==> src/rtl/delay_pkg.sv <==
// Shared types and helpers for the run-time programmable delay line.
// Width helpers keep the pointer, counter and delay-select sizing in one place.
package delay_pkg;

  typedef enum logic [1:0] {
    EMPTY   = 2'd0,
    FILLING = 2'd1,
    PRIMED  = 2'd2
  } state_t;

  function automatic int ptr_w(input int max_delay);
    return (max_delay < 2) ? 1 : $clog2(max_delay);
  endfunction

  function automatic int sel_w(input int max_delay);
    return $clog2(max_delay + 1);
  endfunction

  // Zero either selects the bypass (returns 0) or is treated as a one-cycle delay.
  function automatic int clamp_delay(input int sel, input int max_delay, input bit zero_en);
    if (sel == 0) begin
      return zero_en ? 0 : 1;
    end
    if (sel > max_delay) begin
      return max_delay;
    end
    return sel;
  endfunction

endpackage

==> src/rtl/delay_ring_buf.sv <==
// Circular storage for the delay line: one data word plus one valid bit per entry.
// Valid bits can be wiped in one cycle without touching the data words.
module delay_ring_buf
  import delay_pkg::*;
#(
  parameter int DEPTH = 16,
  parameter int WIDTH = 24,
  parameter int AW    = ptr_w(DEPTH)
) (
  input  logic             clk,
  input  logic             resetn,
  input  logic             we,
  input  logic             clr_valid,
  input  logic [AW-1:0]    waddr,
  input  logic [WIDTH-1:0] wdata,
  input  logic             wvalid,
  input  logic [AW-1:0]    raddr,
  output logic [WIDTH-1:0] rdata,
  output logic             rvalid
);

  logic [WIDTH-1:0] data_mem [DEPTH];
  logic [DEPTH-1:0] valid_mem;

  always_ff @(posedge clk or negedge resetn) begin
    if (!resetn) begin
      for (int i = 0; i < DEPTH; i++) begin
        data_mem[i] <= '0;
      end
      valid_mem <= '0;
    end else begin
      if (we) begin
        data_mem[waddr] <= wdata;
      end
      if (clr_valid) begin
        valid_mem <= '0;
      end else if (we) begin
        valid_mem[waddr] <= wvalid;
      end
    end
  end

  assign rdata  = data_mem[raddr];
  assign rvalid = valid_mem[raddr];

endmodule

==> src/rtl/var_delay_line.sv <==
// Multi-channel programmable delay line equivalent to a D-stage enable-gated register chain.
// Optional VAR_DELAY_ZERO_EN: delay_sel==0 becomes a combinational bypass instead of D=1.
module var_delay_line
  import delay_pkg::*;
#(
  parameter int DATA_WIDTH    = 8,
  parameter int CHANNELS      = 3,
  parameter int MAX_DELAY     = 16,
  parameter int DEFAULT_DELAY = 12
) (
  input  logic                           clk,
  input  logic                           resetn,
  input  logic                           enable,
  input  logic                           flush,
  input  logic [$clog2(MAX_DELAY+1)-1:0] delay_sel,
  input  logic                           in_valid,
  input  logic [CHANNELS*DATA_WIDTH-1:0] in,
  output logic [CHANNELS*DATA_WIDTH-1:0] out,
  output logic                           out_valid,
  output logic                           primed
);

  localparam int W     = CHANNELS * DATA_WIDTH;
  localparam int PTR_W = ptr_w(MAX_DELAY);
  localparam int SEL_W = sel_w(MAX_DELAY);
  localparam int EXT_W = PTR_W + 1;
`ifdef VAR_DELAY_ZERO_EN
  localparam bit ZERO_EN = 1'b1;
`else
  localparam bit ZERO_EN = 1'b0;
`endif
  localparam logic [SEL_W-1:0] MAX_SEL  = SEL_W'(MAX_DELAY);
  localparam logic [SEL_W-1:0] DEF_SEL  = SEL_W'(DEFAULT_DELAY);
  localparam logic [SEL_W-1:0] ONE_SEL  = SEL_W'(1);
  localparam logic [PTR_W-1:0] LAST_PTR = PTR_W'(MAX_DELAY - 1);
  localparam logic [EXT_W-1:0] MAX_EXT  = EXT_W'(MAX_DELAY);

  logic [PTR_W-1:0] wptr;
  logic [PTR_W-1:0] wptr_next;
  logic [SEL_W-1:0] fill_cnt;
  logic [SEL_W-1:0] fill_next;
  logic [SEL_W-1:0] delay_q;
  logic [SEL_W-1:0] eff;
  logic [SEL_W-1:0] rd_delay;
  logic             change;
  logic             primed_q;
  logic             primed_next;
  logic [W-1:0]     out_q;
  logic             out_valid_q;
  state_t           state;
  state_t           state_next;
  logic [EXT_W-1:0] rd_ext;
  logic [PTR_W-1:0] rd_idx;
  logic [W-1:0]     rd_data;
  logic             rd_valid;
  logic [W-1:0]     src_data;
  logic             src_valid;

  // The read index carries one extra bit so wptr-D+1 never underflows at wptr=0.
  always_comb begin
    eff       = SEL_W'(clamp_delay(int'(delay_sel), MAX_DELAY, ZERO_EN));
    rd_delay  = (eff == '0) ? ONE_SEL : eff;
    change    = enable && (eff != delay_q);
    wptr_next = (wptr == LAST_PTR) ? '0 : wptr + PTR_W'(1);
    rd_ext    = {1'b0, wptr} + MAX_EXT + EXT_W'(1) - EXT_W'(rd_delay);
    if (rd_ext >= MAX_EXT) begin
      rd_ext = rd_ext - MAX_EXT;
    end
    rd_idx    = rd_ext[PTR_W-1:0];
    src_data  = (rd_delay == ONE_SEL) ? in : rd_data;
    src_valid = (rd_delay == ONE_SEL) ? in_valid : rd_valid;
  end

  // The write on a delay-change edge is deliberately not counted toward priming.
  always_comb begin
    fill_next   = fill_cnt;
    primed_next = primed_q;
    state_next  = state;
    if (flush) begin
      fill_next   = '0;
      primed_next = 1'b0;
      state_next  = EMPTY;
    end else if (enable) begin
      if (change) begin
        fill_next = '0;
      end else if (fill_cnt < MAX_SEL) begin
        fill_next = fill_cnt + SEL_W'(1);
      end
      primed_next = (fill_next >= eff);
      state_next  = primed_next ? PRIMED : FILLING;
    end
  end

  delay_ring_buf #(
    .DEPTH (MAX_DELAY),
    .WIDTH (W),
    .AW    (PTR_W)
  ) u_ring (
    .clk       (clk),
    .resetn    (resetn),
    .we        (enable && !flush),
    .clr_valid (flush),
    .waddr     (wptr),
    .wdata     (in),
    .wvalid    (in_valid),
    .raddr     (rd_idx),
    .rdata     (rd_data),
    .rvalid    (rd_valid)
  );

  // Flush clears history but leaves the last output word in place.
  always_ff @(posedge clk or negedge resetn) begin
    if (!resetn) begin
      wptr        <= '0;
      fill_cnt    <= '0;
      delay_q     <= DEF_SEL;
      primed_q    <= 1'b0;
      out_q       <= '0;
      out_valid_q <= 1'b0;
      state       <= EMPTY;
    end else begin
      if (enable) begin
        delay_q <= eff;
      end
      fill_cnt <= fill_next;
      primed_q <= primed_next;
      state    <= state_next;
      if (flush) begin
        wptr        <= '0;
        out_valid_q <= 1'b0;
      end else if (enable) begin
        wptr        <= wptr_next;
        out_q       <= src_data;
        out_valid_q <= src_valid & primed_next;
      end
    end
  end

`ifdef VAR_DELAY_ZERO_EN
  logic bypass;
  assign bypass    = (delay_q == '0);
  assign out       = bypass ? in : out_q;
  assign out_valid = bypass ? in_valid : out_valid_q;
  assign primed    = bypass | primed_q;
`else
  assign out       = out_q;
  assign out_valid = out_valid_q;
  assign primed    = primed_q;
`endif

endmodule

==> config.mk <==
export PLATFORM = sky130hd
export DESIGN_NAME = var_delay_line
export DESIGN_NICKNAME = d
export VERILOG_FILES = /design/src/rtl/delay_pkg.sv /design/src/rtl/delay_ring_buf.sv /design/src/rtl/var_delay_line.sv
export SDC_FILE = /design/constraint.sdc
export NUM_CORES = 1
export LEC_CHECK = 0
export CAP_MARGIN = 20
export CORE_MARGIN = 2
export CORE_UTILIZATION = 40
export CTS_CLUSTER_SIZE = 40
export DETAILED_ROUTE_END_ITERATION = 7
export GPL_ROUTABILITY_DRIVEN = 0
export GPL_TIMING_DRIVEN = 0
export PLACE_DENSITY_LB_ADDON = 0.3
export SLEW_MARGIN = 10
export SYNTH_ARGS = -nofsm -noshare
export SYNTH_HDL_FRONTEND = slang
export SYNTH_SLANG_ARGS = --single-unit
==> constraint.sdc <==
create_clock -name clk -period 4 [get_ports clk]
set_input_delay 0.8 -clock clk [delete_from_list [all_inputs] [get_ports clk]]
set_output_delay 0.8 -clock clk [all_outputs]
set_load 0.05 [all_outputs]
* Yosys cells after proc, flatten, opt, wreduce, memory -nomap -nowiden *
Index checks and enable logic that the tools add are counted.

word-level totals
  flip-flop bits (word level) = 440
  bits in latches = 0
  bits in writable memories = 0
  bits in read-only memories = 0
  output and inout port bits = 26
  word-level logic and storage cells = 93
  memories kept = 0

cells by class
  add/sub/neg operators = 6
  multipliers = 0
  divide/modulo/power cells = 0
  $lt $le $gt $ge = 10
  eq/ne operators = 3
  shifts and indexed selects = 0
  multiplexer cells = 37
  bitwise gates (word level) = 4
  reduce and logical (&&, ||, !) cells = 10

operator list
  cell                                                         number
  bitwise mux 384 bit                                          1
  binary-select mux 24 bit (select 4 bit)                      1
  demux 24 bit (select 4 bit)                                  1
  2-to-1 mux 24 bit                                            4
  2-to-1 mux 5 bit                                             10
  2-to-1 mux 16 bit                                            2
  bitwise mux 16 bit                                           1
  2-to-1 mux 4 bit                                             4
  >= comparator 5 bit (second input constant)                  3
  2-to-1 mux 1 bit                                             11
  adder 5 x 1 -> 5 bit (second input constant)                 2
  zero test 5 bit                                              2
  less-than comparator 4 x 5 -> 1 bit (second input constant)  2
  inverter 4 -> 5 bit                                          2
  adder 4 x 5 -> 5 bit (second input constant)                 1
  == test 5 x 1 -> 1 bit (second input constant)               1
  >= comparator 5 bit                                          1
  greater-than comparator 5 bit (second input constant)        1
  less-than comparator 5 x 1 -> 1 bit (second input constant)  1
  less-than comparator 5 bit (second input constant)           1
  != test 5 bit                                                1
  subtractor 5 bit                                             1
  adder 4 x 1 -> 4 bit (second input constant)                 1
  binary-select mux 1 bit (select 4 bit)                       1
  other kinds (10)                                             14

* Depth between registers and ports, before layout *
  depth in word-level cells = 16
  depth in mapped cells = 16
  depth with buffers taken out = 14

* Cells and area by module *
From an unflattened synthesis, not the netlist that was laid out.

second synthesis, totals
  cell total of the unflattened synthesis = 1412
  area total of the unflattened synthesis = 20343.3 µm²

modules (own cells, without submodules)
  module          instances  cells each  area each (µm²)  seq. area each (µm²)
  delay_ring_buf  1          1155        18086.1          10009.6
  var_delay_line  1          257         2257.2           1003.5

* Worst setup path after synthesis *
OpenSTA, ideal clock, no wires.

  kind = in2reg
  from = input delay_sel[4]
  to = register out_q[0] (netlist: out[0])
  setup time = 0.126 ns
  data arrival time = 3.541 ns
  setup slack = 0.333 ns
  stages on the path = 15
  path through = inv_1 > nand2_1 > inv_1 > ha_1 > inv_1 > ha_1 > inv_1 > fa_1 > buf_2 > buf_2 > clkbuf_1 > mux4_2 > mux2i_1 > a211oi_1 > a221o_1

between the ends
  cells in the longest elaborated chain, start to end = 15
  elaborated cells between the ends (all ways) = 21

ends and longest elaborated chain
  element                                                           RTL line                                    text
  from (decl)                                                       var_delay_line.sv:15                        input logic [$clog2(MAX_DELAY+1)-1:0] delay_sel,
  greater-than comparator 5 bit or zero test 5 bit (tied branches)  delay_pkg.sv:24, delay_pkg.sv:21
  2-to-1 mux 1 bit (on tied branches)                               delay_pkg.sv:24, delay_pkg.sv:21
  2-to-1 mux 1 bit or 2-to-1 mux 5 bit (tied branches)              delay_pkg.sv:24                             if (sel > max_delay) begin
  2-to-1 mux 5 bit                                                  delay_pkg.sv:27                             return sel;
  2-to-1 mux 5 bit (*)                                              delay_pkg.sv:24
  zero test 5 bit                                                   var_delay_line.sv:62                        rd_delay = (eff == '0) ? ONE_SEL : eff;
  2-to-1 mux 5 bit (*)                                              var_delay_line.sv:62
  subtractor 5 bit                                                  var_delay_line.sv:65                        rd_ext = {1'b0, wptr} + MAX_EXT + EXT_W'(1) - EXT_W'(rd_delay);
  subtractor 4 x 1 -> 4 bit or >= comparator 5 bit (tied branches)  var_delay_line.sv:67, var_delay_line.sv:66
  2-to-1 mux 4 bit                                                  var_delay_line.sv:66                        if (rd_ext >= MAX_EXT) begin
  inverter 4 -> 5 bit (implied by the code)                         delay_ring_buf.sv:43                        assign rdata = data_mem[raddr];
  binary-select mux 24 bit (select 4 bit)                           delay_ring_buf.sv:43
  2-to-1 mux 24 bit (implied by the code) (2 in a row)              delay_ring_buf.sv:43
  2-to-1 mux 24 bit (*)                                             var_delay_line.sv:70                        src_data = (rd_delay == ONE_SEL) ? in : rd_data;
  to (signal assigned)                                              var_delay_line.sv:133                       out_q <= src_data;
  to (decl)                                                         var_delay_line.sv:48                        logic [W-1:0] out_q;

Mark *: on every way between the ends. The rest lies on a longest branch, timed or not. The select of a mux whose other input is x is not followed.
A chain may end at the register's enable or synchronous reset.

* Worst setup path after layout *
  from = input delay_sel[4]
  to = register out_q[13] (netlist: out[13])

Same word-level chain as after synthesis.

==> out/qor.csv <==
stage,metric,value,unit
outcome,outcome,"complete, no violations",
timing,RSZ-0062 raised after global routing,false,
routing,DRT Wirelength,53100,um
routing,routed length per instance,24.3,um
cells_and_area,Final Instance Area,23600,um2
synthesis,register bit total from synthesis,440,
placed_design,post-place setup slack,-1430,ps
critical_path,critical path launch point type,primary input,
global_route,GRT met3 Usage,0.0301,
power,total power,11.6,mW
power,Worst VDD drop,0.287,mV
job,max-cap viol count,0,
cells_and_area,Diodes inserted,0,
cells_and_area,Layout Cells excl Fill,2181,
timing,Rel. slew slack,0.313,
placed_design,Post-DP HPWL,33900,um
global_route,global route overflow,0,
critical_path,crit-path max cell delay,530,ps
timing,highest clock rate,259,MHz
power,Clk pwr share,0.383,
critical_path,reg2reg setup slack,540,ps
critical_path,CP Data Arrival Time,4330,ps
die,Die W,230,um
cells_and_area,"commonest non-fill, non-tap cells in the layout","dfrtp_1 (438), mux2_2 (388), mux4_2 (100)",
critical_path,CP cell instances,dlygate4sd2_1 > inv_1 > nand2_1 > inv_1 > ha_1 > inv_1 > ha_1 > inv_1 > fa_1 > buf_4 > buf_6 > clkbuf_4 > mux4_2 > mux2i_2 > a211oi_2 > a221o_1,
clock_tree,later-pin clock latency in the skew report,590,ps
clock_tree,Clock Sink Count,440,
routing,# DRC,0,
die,Core Box Area,50300,um2
die,number of I/O pins,60,
die,initial core utilization,0.406,
power,Sw Ratio,0.271,
timing,Setup WS post-layout,137,ps
routing,vias per inst,5.65,
power,Seq pwr share,0.434,
synthesis,YS warnings,0,
clock_tree,"Setup Fix Bufs, Post-CTS",0,
placed_design,Placement Cell Area,22000,um2
global_route,layer with the highest usage,met2,
global_route,vias in the first global route,12900,
critical_path,Critical path buffers and inverters,8,
routing,1st-iter DRT viols,910,
power,Cell Int Power,8.47,mW
power,P per Cell Area,491,nW/um2
die,Die H,230,um
cells_and_area,ratio of cells with drive above 1 in the final layout,0.431,
synthesis,Post-synth ARST share,1.00,
cells_and_area,"commonest non-fill, non-tap cell in the layout",dfrtp_1,
clock_tree,TritonCTS clock tree,done,
critical_path,Crit path top cell by count,inv_1,
critical_path,Critical Path Fanout Max,10,
critical_path,CP max stage cell,fa_1,
synthesis,Synth Flop Type,dfrtp_1,
min_path,Hold WC Path Type,in2async,
timing,Final Hold Fails,0,
critical_path,critical path's top delay family,buffers and inverters,
critical_path,CP Class,in2reg,
global_route,met2 GRT Util,0.315,
cells_and_area,area of the multi-input gates,8810,um2
timing,Final Cycle Share,0.966,
clock_tree,H-tree depth,2,
synthesis,Post-Syn Instances,1362,
placed_design,placed insts,2096,
timing,setup_tns,0,ps
clock_tree,Num CTS Buffers,48,
synthesis,Synth cell types,47,
routing,Post-DRT Antenna Nets,0,
timing,Finish-stage setup viols,0,
power,sw power,3.14,mW
critical_path,Critical Path RT,4470,ps
clock_tree,clock buffer depth,3,
power,leakage,10.9,nW
cells_and_area,Area Growth Syn to Fin,15.7,%
global_route,first-pass GRT wire length,81700,um
synthesis,sequential area share after synthesis,0.539,
global_route,initial antenna violation count,0,
routing,DR vias,12300,
cells_and_area,utilization after layout,0.470,
die,die area,52900,um2
timing,Hold Slack,126,ps
cells_and_area,Final nets,1523,
timing,Worst Max-Slew Pin Slew,1030,ps
critical_path,Worst R2R Path Depth,13,
routing,drt pass-1 iters,5,
synthesis,Post-Syn Nets,1411,
critical_path,Crit. End Element,flip-flop,
global_route,largest net degree at the start of global routing,111,
cells_and_area,FILL cells,4387,
global_route,met1 GRT Util,0.296,
critical_path,worst r2r dst,out[13],
synthesis,Mapped Area,20400,um2
global_route,All-Layer GR Usage,0.204,
synthesis,syn avg cell area,15.0,um2
placed_design,port bufs,58,
synthesis,Post-synth EDFFs,0,
timing,Slew Limit Fails,0,
power,Comb power frac,0.183,
die,Site Rows,82,
cells_and_area,register area,11000,um2
critical_path,RR Startpoint,wptr[1],
timing,minimum clock period after layout,3860,ps
clock_tree,clock transition at the registers of the reported paths,60,ps
timing,Clock Skews,13.9,ps
clock_tree,Root Buffer,clkbuf_16,
clock_tree,Post-CTS Hold Buffers,0,
## final cells by class
class                      instances  area share
buffer                           120      0.0276
clock buffer                      70      0.0598
clock inverter                    15     0.00709
inverter                          14     0.00222
multi-input combinational        788       0.373
sequential                       440       0.466
tap                              672      0.0356
timing repair buffer              62      0.0294
## cell usage after synthesis (2+ instances only)
| cell type | n | area [um2] |
|---|---|---|
| clkbuf_1 | 65 | 244 |
| a211oi_2 | 7 | 87.6 |
| dfstp_2 | 2 | 52.6 |
| and2b_1 | 4 | 30.0 |
| a31oi_1 | 2 | 12.5 |
| a21oi_1 | 19 | 95.1 |
| buf_2 | 43 | 215 |
| buf_1 | 3 | 11.3 |
| inv_1 | 14 | 52.6 |
| ha_1 | 14 | 175 |
| a221o_1 | 24 | 240 |
| a21o_1 | 2 | 15.0 |
| dfrtp_1 | 438 | 11000 |
| a211oi_1 | 41 | 308 |
| nand4_1 | 4 | 25.0 |
| mux2_2 | 388 | 4370 |
| mux4_2 | 100 | 2250 |
| nand3b_1 | 2 | 15.0 |
| o22ai_1 | 2 | 12.5 |
| nor2b_1 | 28 | 175 |
| mux2i_1 | 35 | 350 |
| buf_6 | 8 | 90.1 |
| nor2_1 | 30 | 113 |
| xor2_1 | 3 | 26.3 |
| o21ai_0 | 13 | 65.1 |
| nand3_1 | 15 | 75.1 |
| nand2_1 | 27 | 101 |
| or2_2 | 2 | 12.5 |
| xnor2_1 | 5 | 43.8 |
| nand2b_1 | 5 | 31.3 |
## layer usage
| metal | up-vias | routed length [um] |
|---|---|---|
| li1 | 5285 | - |
| met1 | 6656 | 24800 |
| met2 | 290 | 24500 |
| met3 | 89 | 2290 |
| met4 | 0 | 1500 |
| met5 | - | 0 |
## cells by family after synthesis
group / count (synthesis) / share of synthesized area
mux: 523 / 0.341
flops: 440 / 0.539
buf+inv: 134 / 0.0304
simple gates: 126 / 0.0320
compound gates: 115 / 0.0433
fa+ha+maj: 15 / 0.00955
xor+xnor: 9 / 0.00453
## worst max path at each step
stage	from	endpoint	slack, ps	cells after the start
after global routing	delay_sel[4]	out[10]	4	17
after global placement	resetn	out[8]	-17110	1
after CTS	delay_sel[1]	out[5]	90	12
after floorplan	delay_sel[4]	out[0]	330	15
after detailed placement	delay_sel[4]	out[10]	-1430	16
final	delay_sel[4]	out[13]	140	16
## registers in the layout, indices dropped and copies added (netlist names)
| name | count |
|---|---|
| u_ring.data_mem | 384 |
| out | 24 |
| u_ring.valid_mem | 16 |
| delay_q | 5 |
| fill_cnt | 5 |
| wptr | 4 |
| out_valid | 1 |
| primed | 1 |
## power groups by stage
stage	sequential, mW	combinational (mW)	clock, mW
floorplan	5.26	1.23	0
global placement	5.12	2.06	0
detailed placement	5.12	2.10	0
CTS	5.04	2.13	4.55
global route	5.09	2.26	4.74
finish	5.04	2.12	4.45
## repair_timing
action | CTS | global route
setup endpoints to repair | 24 | 8
gates resized for setup | 30 | 5
endpoints found under the hold margin | 0 | 0
Power figures use the tool's default switching activity.
==> RTL change: new RTL, same flow settings <==
Change the parameter `MAX_DELAY` from 16 to 32.
--- a/src/rtl/var_delay_line.sv
+++ b/src/rtl/var_delay_line.sv
@@ -7,3 +7,3 @@
   parameter int CHANNELS      = 3,
-  parameter int MAX_DELAY     = 16,
+  parameter int MAX_DELAY     = 32,
   parameter int DEFAULT_DELAY = 12
Ports: changed (resized delay_sel); port bits go from 60 to 61. The function was not compared with the original's and may differ.
==> RTL change against the unedited design <==
- worst setup slack got worse by 0.034 ns
- register-to-register slack got worse by 0.11 ns
- clock skew grew 0.0086 ns
- clock power increased by 100%
- total power grew 87%
- routed wire length increased by 120%
- cell count increased by 93%
- critical path depth shrank 1
- via count is 100% higher
- sequential cell count up 403
- fmax down 0.86%
- synthesized area rose by 91%
- cell area increased by 92%
==> RTL change: results (changes against the unedited design) <==
stage,metric,value,unit,change
run_status,outcome,"finished, final reports clean",,
layout,final-clk-cell-share,7.016,%,+0.33 points
worst_setup_path,reg2regPathDepth,6,,-7
placed_design,io_buffers,59,,+1.7%
power,switchingPower,0.006026,W,+92%
cts,post_cts_resized,176,,+490%
synth,yosysWarnings,0,,unchanged
detailed_routing,wl_met2,54260,um,+120%
layout,multi_input_gates,1584,,+100%
floorplanning,die_area,100000,um^2,+89%
worst_setup_path,r2r_start,wptr[0]$_DFFE_PN0P_,,
cts,clk_latency,0.66,ns,+0.07 ns
global_routing,gr-usage-all-layers,23.06,%,+2.6 points
detailed_routing,vias,24760,,+100%
layout,nonClkBufAreaFrac,5.039,%,-0.66 points
synth,yosys-top-cells-count,"dfrtp_1, mux2_2, clkbuf_1",,
synth,synth.net_count,2743,,+94%
global_routing,use_met2,36.96,%,+5.5 points
global_routing,grt_pass1_vias,26143,,+100%
global_routing,met1_usage,31.59,%,+2.0 points
power,p_comb,0.00356,W,+68%
global_routing,grt_use_met3,4.604,%,+1.6 points
detailed_routing,wirelength,114100,um,+120%
global_routing,antenna_found_initial,4,,+4
placed_design,dp_hpwl,82250,um,+140%
worst_setup_path,endpoint,out[21]$_DFFE_PN0P_,,
synth,synth_seq_cells,843,,+92%
detailed_routing,routed.top_layer,met5,,
worst_setup_path,r2r-end,u_ring.data_mem[40]$_DFFE_PN0P_,,
synth,ys_seq_area_share,54.10,%,+0.19 points
worst_setup_path,regToRegSetupSlack,0.43,ns,-0.11 ns
worst_setup_path,slowest_stage,fa_2,,
detailed_routing,dr_wl_met3,7487,um,+230%
worst_setup_path,arrival,4.41,ns,+0.08 ns
timing,fin_skew,0.02258,ns,+0.008648 ns
timing,tightest_slew,1.088,ns,+0.05743 ns
layout,drive_gt1_share,42.94,%,-0.13 points
layout,antenna-diode-count,1,,+1
layout,largest_reg_flops,768,,+100%
cts,numCtsBuffers,89,,+85%
timing,timing.final.crit_period,3.896,ns,+0.03357 ns
layout,inv_count,15,,+1
global_routing,grt_max_degree,121,,+9.0%
cts,cts_setup_buffers,4,,+4
power,seqPwrFrac,42.4,%,-1.0 points
global_routing,grt_pass1_wl,170400,um,+110%
detailed_routing,wl_met1,48870,um,+97%
layout,fin_nets,2912,,+91%
detailed_routing,drtIter0Drc,2079,,+130%
synth,synth_cell_type_count,52,,+11%
power,total_power,0.02175,W,+87%
cts,htree_levels,3,,+1
placed_design,place_ws,-2.491,ns,-1.058 ns
synth,yosys-top-cells-area,"dfrtp_1, mux2_2, mux4_2, mux2i_1, a221oi_1",,
layout,multi_input_area_share,37.95,%,+0.69 points
power,ir_worst_vdd,307.2,uV,+7.1%
detailed_routing,viasPerCell,5.892,,+4.3%
[RTL change: cell count changes in the layout (fill, tap and decap cells not counted), moves of 30 or more]
| cell | unedited run | this run |
|---|---|---|
| a211oi_1 | 39 | 6 |
| o21ai_0 | 13 | 48 |
| nor2_1 | 30 | 95 |
| clkbuf_16 | 48 | 94 |
| mux2_2 | 388 | 772 |
| mux2i_1 | 34 | 146 |
| a221oi_1 | 0 | 52 |
| a21oi_1 | 19 | 49 |
| a221oi_2 | 0 | 36 |
| clkbuf_1 | 64 | 162 |
| dfrtp_1 | 438 | 841 |
| mux4_2 | 100 | 153 |
[RTL change: cell families after synthesis]
family | Yosys count | share of synthesized area, %
mux | 1072 | 34.91
flops | 843 | 54.10
buf+inv | 261 | 2.765
compound gates | 248 | 4.501
simple gates | 234 | 2.846
fa+ha+maj | 20 | 0.6609
xor+xnor | 10 | 0.2246
